===== config.mk =====
export PLATFORM = sky130hd
export DESIGN_NAME = edge_bbox_overlay
export DESIGN_NICKNAME = d
export VERILOG_FILES = /design/src/rtl/edge_bbox_overlay.sv
export SDC_FILE = /design/constraint.sdc
export NUM_CORES = 1
export LEC_CHECK = 0
export CORE_ASPECT_RATIO = 1.1
export CORE_MARGIN = 5
export CORE_UTILIZATION = 40
export DETAILED_ROUTE_END_ITERATION = 7
export GPL_TIMING_DRIVEN = 0
export MAX_ROUTING_LAYER = met4
export PLACE_DENSITY = 0.59
export SYNTH_ARGS = -nofsm -noshare
export SYNTH_HDL_FRONTEND = slang
export SYNTH_SLANG_ARGS = --single-unit

===== constraint.sdc =====
create_clock -name clk -period 2.77 [get_ports clk]
set_clock_uncertainty 0.1 [all_clocks]
set_input_delay 0.554 -clock clk [delete_from_list [all_inputs] [get_ports clk]]
set_output_delay 0.554 -clock clk [all_outputs]
set_load 0.01 [all_outputs]

===== src/rtl/edge_bbox_overlay.sv =====
// Tracks the per-frame bounding box and count of Sobel edge pixels, latches them at each
// vsync rising edge, and re-emits the stream as RGB565 with the latched box drawn in red.
module edge_bbox_overlay #(
  parameter int unsigned IMG_W   = 640,
  parameter int unsigned IMG_H   = 480,
  parameter int unsigned MARGIN  = 2,
  parameter int unsigned MIN_PIX = 64
) (
  input  logic        clk,
  input  logic        rst,
  input  logic        sobel_de,
  input  logic        sobel_hsync,
  input  logic        sobel_vsync,
  input  logic        sobel_data,
  output logic [10:0] box_xmin,
  output logic [10:0] box_xmax,
  output logic [10:0] box_ymin,
  output logic [10:0] box_ymax,
  output logic        box_valid,
  output logic [15:0] edge_cnt,
  output logic        frame_done,
  output logic        ovl_de,
  output logic        ovl_hsync,
  output logic        ovl_vsync,
  output logic [15:0] ovl_data
);

  localparam logic [10:0] XLo    = 11'(MARGIN);
  localparam logic [10:0] XHi    = 11'(IMG_W - 1 - MARGIN);
  localparam logic [10:0] YLo    = 11'(MARGIN);
  localparam logic [10:0] YHi    = 11'(IMG_H - 1 - MARGIN);
  localparam logic [15:0] MinPix = 16'(MIN_PIX);
  localparam logic [10:0] PosMax = 11'h7FF;

  logic        de_q, vsync_q, armed_q;
  logic [10:0] x_q, y_q;
  logic [10:0] acc_xmin_q, acc_xmax_q, acc_ymin_q, acc_ymax_q;
  logic [15:0] cnt_q;

  logic        vsync_rise, de_fall, count_pix, x_on, y_on;
  logic [15:0] ovl_data_d;

  always_comb begin
    vsync_rise = sobel_vsync & ~vsync_q;
    de_fall    = de_q & ~sobel_de;
    // The frame boundary wins over a coincident pixel, so that pixel is never counted.
    count_pix  = sobel_de & ~sobel_data & ~vsync_rise &
                 (x_q >= XLo) & (x_q <= XHi) & (y_q >= YLo) & (y_q <= YHi);
    x_on = ((x_q == box_xmin) || (x_q == box_xmax)) && (y_q >= box_ymin) && (y_q <= box_ymax);
    y_on = ((y_q == box_ymin) || (y_q == box_ymax)) && (x_q >= box_xmin) && (x_q <= box_xmax);
    ovl_data_d = 16'h0000;
    if (sobel_de) begin
      if (box_valid && (x_on || y_on)) ovl_data_d = 16'hF800;
      else if (sobel_data)             ovl_data_d = 16'hFFFF;
    end
  end

  always_ff @(posedge clk) begin
    if (rst) begin
      de_q       <= 1'b0;
      vsync_q    <= 1'b0;
      armed_q    <= 1'b0;
      x_q        <= '0;
      y_q        <= '0;
      acc_xmin_q <= PosMax;
      acc_xmax_q <= '0;
      acc_ymin_q <= PosMax;
      acc_ymax_q <= '0;
      cnt_q      <= '0;
      box_xmin   <= '0;
      box_xmax   <= '0;
      box_ymin   <= '0;
      box_ymax   <= '0;
      box_valid  <= 1'b0;
      edge_cnt   <= '0;
      frame_done <= 1'b0;
      ovl_de     <= 1'b0;
      ovl_hsync  <= 1'b0;
      ovl_vsync  <= 1'b0;
      ovl_data   <= '0;
    end else begin
      de_q       <= sobel_de;
      vsync_q    <= sobel_vsync;
      ovl_de     <= sobel_de;
      ovl_hsync  <= sobel_hsync;
      ovl_vsync  <= sobel_vsync;
      ovl_data   <= ovl_data_d;
      frame_done <= 1'b0;

      if (vsync_rise) begin
        x_q <= '0;
        y_q <= '0;
      end else if (sobel_de) begin
        if (x_q != PosMax) x_q <= x_q + 11'd1;
      end else if (de_fall) begin
        x_q <= '0;
        if (y_q != PosMax) y_q <= y_q + 11'd1;
      end

      if (vsync_rise) begin
        // The first boundary after reset only arms; the partial frame before it is dropped.
        armed_q <= 1'b1;
        if (armed_q) begin
          edge_cnt   <= cnt_q;
          frame_done <= 1'b1;
          if (cnt_q >= MinPix) begin
            box_xmin  <= acc_xmin_q;
            box_xmax  <= acc_xmax_q;
            box_ymin  <= acc_ymin_q;
            box_ymax  <= acc_ymax_q;
            box_valid <= 1'b1;
          end else begin
            box_valid <= 1'b0;
          end
        end
        acc_xmin_q <= PosMax;
        acc_xmax_q <= '0;
        acc_ymin_q <= PosMax;
        acc_ymax_q <= '0;
        cnt_q      <= '0;
      end else if (count_pix) begin
        if (x_q < acc_xmin_q) acc_xmin_q <= x_q;
        if (x_q > acc_xmax_q) acc_xmax_q <= x_q;
        if (y_q < acc_ymin_q) acc_ymin_q <= y_q;
        if (y_q > acc_ymax_q) acc_ymax_q <= y_q;
        if (cnt_q != 16'hFFFF) cnt_q <= cnt_q + 16'd1;
      end
    end
  end

endmodule


# After elaboration in Yosys (flattened, before gate mapping)
# Cells that the tools add are included.
# Widths: inputs -> output; s select.
[totals] ff_bits=164 in_bits=6 out_inout_bits=81 wordCells=85
[op_classes] magnitude_cmp=13 bitwise=12 addsub=3 muxes=7 n_eq_ne=8 n_reduce_logical=22
[op_table] op="$eq 11x11->1" count=4
[op_table] op="$mux 11" count=3
[op_table] op="$mux 16" count=2
[op_table] op="$add 11x1->11 const B" count=2
[op_table] op="$ge 11x11->1" count=2
[op_table] op="$ge 11x2->1 const B" count=2
[op_table] op="$gt 11x11->1" count=2
[op_table] op="$le 11x11->1" count=2
[op_table] op="$lt 11x11->1" count=2
[op_table] op="$ne 11x11->1 const B" count=2
[op_table] op="$add 16x1->16 const B" count=1
[op_table] op="$ge 16x7->1 const B" count=1
[op_table] op="$ne 16x16->1 const B" count=1
[op_table] op="$reduce_and 2->1" count=7
[op_table] op="$le 11x10->1 const B" count=1
[op_table] op="$le 11x9->1 const B" count=1
[op_table] op="$and 1x1->1" count=8
[op_table] op="$reduce_and 3->1" count=2
[op_table] op="$reduce_or 2->1" count=3
[op_table] op="$logic_and 1x1->1" count=5
[op_table] op="$not 1->1" count=4
[op_table] op="$logic_or 1x1->1" count=3
[op_table] op="$reduce_or 3->1" count=1
[op_table] op="$mux 1" count=2
[op_table] op="other kinds (2)" count=2

# Logic depth before layout (Yosys ltp)
[depth] ltp_word=9 mapped_depth=10 mapped_depth_nobuf=8

# Least setup slack after synthesis
# OpenSTA, ideal clock, no wires.
[synth_timing] path_type="register -> register" startpoint="register x_q[1]" endpoint="register acc_ymin_q[7]" setup_ns=0.137 period_less_slack_ns=2.227 n_path_buf=2 required_time_ns=2.533 path_stages_with_launch=10 arrival_ns=1.990 slack_ns=0.543 path_cell_list="dfxtp_1 -> inv_1 -> ha_1 -> or4_1 -> nand4_1 -> nor2_1 -> buf_2 -> buf_2 -> nand3_1 -> nand3_1"
[synth_between] elab_chain_len=6 word_cells_on_any_way=7 classes_between="order compare: 2; bitwise: 4; reduce/logical: 1"
[synth_lines] item="from (decl)" line_no="36" source="logic [10:0] x_q, y_q;"
[synth_lines] item="from (signal assigned)" line_no="94" source="if (x_q != PosMax) x_q <= x_q + 11'd1;"
[synth_lines] item="$ge 11x2->1" line_no="48" source="(x_q >= XLo) & (x_q <= XHi) & (y_q >= YLo) & (y_q <= YHi);"
[synth_lines] item="$and 1x1->1" line_no="47" source="count_pix = sobel_de & ~sobel_data & ~vsync_rise &"
[synth_lines] item="$and 1x1->1 * (3 in a row)" line_no="48"
[synth_lines] item="$reduce_and 2->1 (no source line) *"
[synth_lines] item="to (signal assigned)" line_no="67" source="acc_ymin_q <= PosMax;"
[synth_lines] item="to (signal assigned)" line_no="118" source="acc_ymin_q <= PosMax;"
[synth_lines] item="to (signal assigned)" line_no="124" source="if (y_q < acc_ymin_q) acc_ymin_q <= y_q;"
[synth_lines] item="to (decl)" line_no="37" source="logic [10:0] acc_xmin_q, acc_xmax_q, acc_ymin_q, acc_ymax_q;"
# Mark *: on every way between the ends. The rest lies on a longest branch, timed or not.
# A chain may end at the register's enable or synchronous reset.

# Worst setup path in the final report
[layout_timing] startpoint="register y_q[2]" endpoint="register acc_xmin_q[4]"
[layout_between] elab_chain_len=4 word_cells_on_any_way=5 classes_between="order compare: 2; bitwise: 2; reduce/logical: 1"
[layout_lines] item="from (decl)" line_no="36"
[layout_lines] item="from (signal assigned)" line_no="97" source="if (y_q != PosMax) y_q <= y_q + 11'd1;"
[layout_lines] item="$ge 11x2->1" line_no="48"
[layout_lines] item="$and 1x1->1" line_no="48"
[layout_lines] item="$and 1x1->1 *" line_no="48"
[layout_lines] item="$reduce_and 2->1 (no source line) *"
[layout_lines] item="to (signal assigned)" line_no="65" source="acc_xmin_q <= PosMax;"
[layout_lines] item="to (signal assigned)" line_no="116" source="acc_xmin_q <= PosMax;"
[layout_lines] item="to (signal assigned)" line_no="122" source="if (x_q < acc_xmin_q) acc_xmin_q <= x_q;"
[layout_lines] item="to (decl)" line_no="37"
# Marked as above.

==> metrics.cfg <==
[place]
port_buffers = 86
hpwl_um = 17700
preCtsSetupSlack_ns = -0.826
gp_congestion = 0.858

[pwr]
p_clk_share_pct = 52.9
power_frac_comb_pct = 3.8
powerDensity_mw_per_mm2 = 495
p_int_mw = 3.97
vdd_drop_max_v = 0.000458
p_seq_share_pct = 43.3
p_leak_nw = 4.20
p_total_mw = 5.03
p_sw_mw = 1.06
p_sw_share_pct = 21.0

[route]
ant_nets = 0
drcViolationCount = 0
drtPass1Iterations = 7
drt_iter0_drc = 414
routedWlPerCell_um = 16.8
routed_wirelength_um = 23800
num_vias = 7473
routed_via_density = 5.29

[critical_path]
cpPeakStageDelay_ns = 0.64
slowest_stage = dfxtp_1
critical_path_class = reg2reg
cp_max_fo = 11
arrival_ns = 2.78
r2r-start = y_q[2]
crit_required_ns = 2.95
rrSetupSlack_ns = 0.17
reg2regPathDepth = 8
cp-end-kind = register
r2r_end = acc_xmin_q[4]
cp-start-kind = register
crit_chain = and3_1 > nor3b_1 > o21a_1 > nor2_2 > buf_2 > buf_2 > nand3_1 > nand3_1

[global_route]
grt_antenna_before_repair = 0
grt_max_degree = 17
gr-total-overflow = 0
use_met2_pct = 33.5
grt_first_pass_wirelength_um = 38800
grt_busiest_layer = met2
track_usage_pct = 21.1
use_met3_pct = 3.70
grt_util_met1_pct = 26.9
grt_pass1_vias = 7369

[synthesis]
ys_seq_elements = 150
async_reset_ff_share_pct = 0
seq_area_frac_synth_pct = 36.3
syn-num-nets = 1138
yosysWarnings = 0
yosysUniqueCellTypes = 57
synth_edf_count = 0
synth_cells = 1038
synth-main-ff-cell = dfxtp_1
netlist_area_mm2 = 0.00826
avgSynthCellArea_um2 = 7.96

[floorplanning]
rows = 55
core_mm2 = 0.0204
dieArea_mm2 = 0.0236
start_util_pct = 40.4
io_pins = 87
die_h_um = 161
die_width_um = 147

[clocking]
root_buffer = clkbuf_16
cts_sinks = 150
path_clk_slew_ns = 0.06
tritoncts.num_buffers = 17
htreeDepth = 4
cts_tree = done
clk_path_buf_depth = 2
clk_latency_ns = 0.42

[sta]
slew_violations = 0
fmax_mhz = 385
tns_ns = 0
period_minus_slack_ns = 2.60
whs_ns = 0.355
finalSetupViolations = 0
worstMarginPinSlew_ns = 0.880
hold_violations = 0
fin_ws_ns = 0.172
slew_headroom_pct = 41.3
min_period_over_period_pct = 93.8

[worst_hold_path]
min_path_type = reg2reg
hold_end = edge_cnt[13]
min_path_cells = 2
min_from = edge_cnt[13]

[finish]
antenna_cells = 0
reg.largest.list = cnt_q x16, edge_cnt x16
area_delta_synth_final_pct = 23.2
nets = 1245
drive_gt1_share_pct = 7.25

[flow_run]
max_cap_violations = 0

[outcome]
outcome = complete, no violations

==> cell families (layout without fill, tap and decap cells) <==
logic type	count (synthesis)	in the layout	synth area share, %
simple gates	409	409	22.9
compound gates	194	194	14.0
buf+inv	151	271	7.91
flops	150	150	36.3
fa+ha+maj	94	94	14.2
xor+xnor	20	20	2.12
mux	20	20	2.42
==> power by group through the flow <==
| stage | combinational [mW] | sequential [mW] | clock [mW] |
|---|---|---|---|
| after floorplan | 0.104 | 2.22 | 0 |
| after global placement | 0.192 | 2.22 | 0 |
| after detailed placement | 0.193 | 2.22 | 0 |
| after CTS | 0.193 | 2.18 | 2.70 |
| after global routing | 0.212 | 2.18 | 2.79 |
| final | 0.192 | 2.18 | 2.66 |
==> worst max path at each step <==
stage | startpoint | end | slack [ns] | cells past startpoint
detailed placement | sobel_vsync | box_ymax[10] | -0.83 | 7
CTS | x_q[3] | acc_xmin_q[4] | 0.03 | 9
global route | y_q[2] | acc_xmin_q[4] | -0.04 | 8
global placement | sobel_vsync | box_ymax[8] | -0.84 | 7
floorplan | x_q[1] | acc_ymin_q[7] | 0.54 | 9
finish | y_q[2] | acc_xmin_q[4] | 0.17 | 8
==> stage by stage <==
step	utilization [%]	instances	cell area, um2
2_1_floorplan	-	1038	8260
3_3_place_gp	46.2	1380	9440
5_1_grt	49.8	1414	10200
3_5_place_dp	46.2	1380	9440
4_1_cts	49.6	1412	10100
6_report	49.8	1414	10200
==> worst max-delay path, delay by kind of cell (launching register included) <==
family,cells,cell delay [ns]
buffers and inverters,2,0.41
AOI/OAI and AO/OA,1,0.30
and+or+nand+nor,5,1.01
DFF,1,0.64
==> area by class of cell <==
cell class                      count  area, um2
Fill cell                        2005      10300
Multi-Input combinational cell    737       4640
Sequential cell                   150       3010
Timing Repair Buffer               88        876
Clock buffer                       24        512
Inverter                           92        345
Tap cell                          256        320
Buffer                             59        310
Clock inverter                      8        165
==> per-layer routing <==
metal  share of wire [%]  routed length [um]  up-vias
met5                   0                   0        -
met4                 2.8                 664        0
met1                  46               11000     3445
li1                    -                   -     3778
met2                  46               10800      202
met3                 5.4                1290       48
==> what timing repair did <==
| item | CTS | global route |
|---|---|---|
| hold buffers | 0 | 0 |
| resized for setup | 4 | 9 |
| endpoints found under the setup margin | 44 | 66 |
| setup buffers | 0 | 2 |
| cloned | 0 | 0 |
==> synth_stat cells (6+ instances only) <==
cell      number  area, um2
nor2_1        53        199
ha_1          94       1180
o21a_1         8       60.1
nand2_1      200        751
nor3_1        14       70.1
buf_2         14       70.1
xnor2_1       12        105
nor4_1        11       68.8
a21o_1        17        128
dfxtp_1      150       3000
buf_4         14        105
xor2_1         8       70.1
a211oi_1       7       52.6
nor2b_1       12       75.1
and3_1        14       87.6
clkbuf_1      27        101
mux2i_1       20        200
o21ai_0       37        185
nand3_1       49        245
a21oi_1       93        465
or4_1          6       45.0
nand4_1       28        175
inv_1         92        345
o211ai_1       7       52.6
==> cells in the final DEF, fill, tap and decap left out, types with 17 or more instances in the layout <==
cell and n:
a21o_1 17, a21oi_1 93, clkbuf_1 28, clkbuf_16 17, clkdlybuf4s50_1 86, dfxtp_1 144, ha_1 94, inv_1 92
mux2i_1 20, nand2_1 199, nand3_1 49, nand4_1 28, nor2_1 52, o21ai_0 37
(Power assumes the default switching activity.)
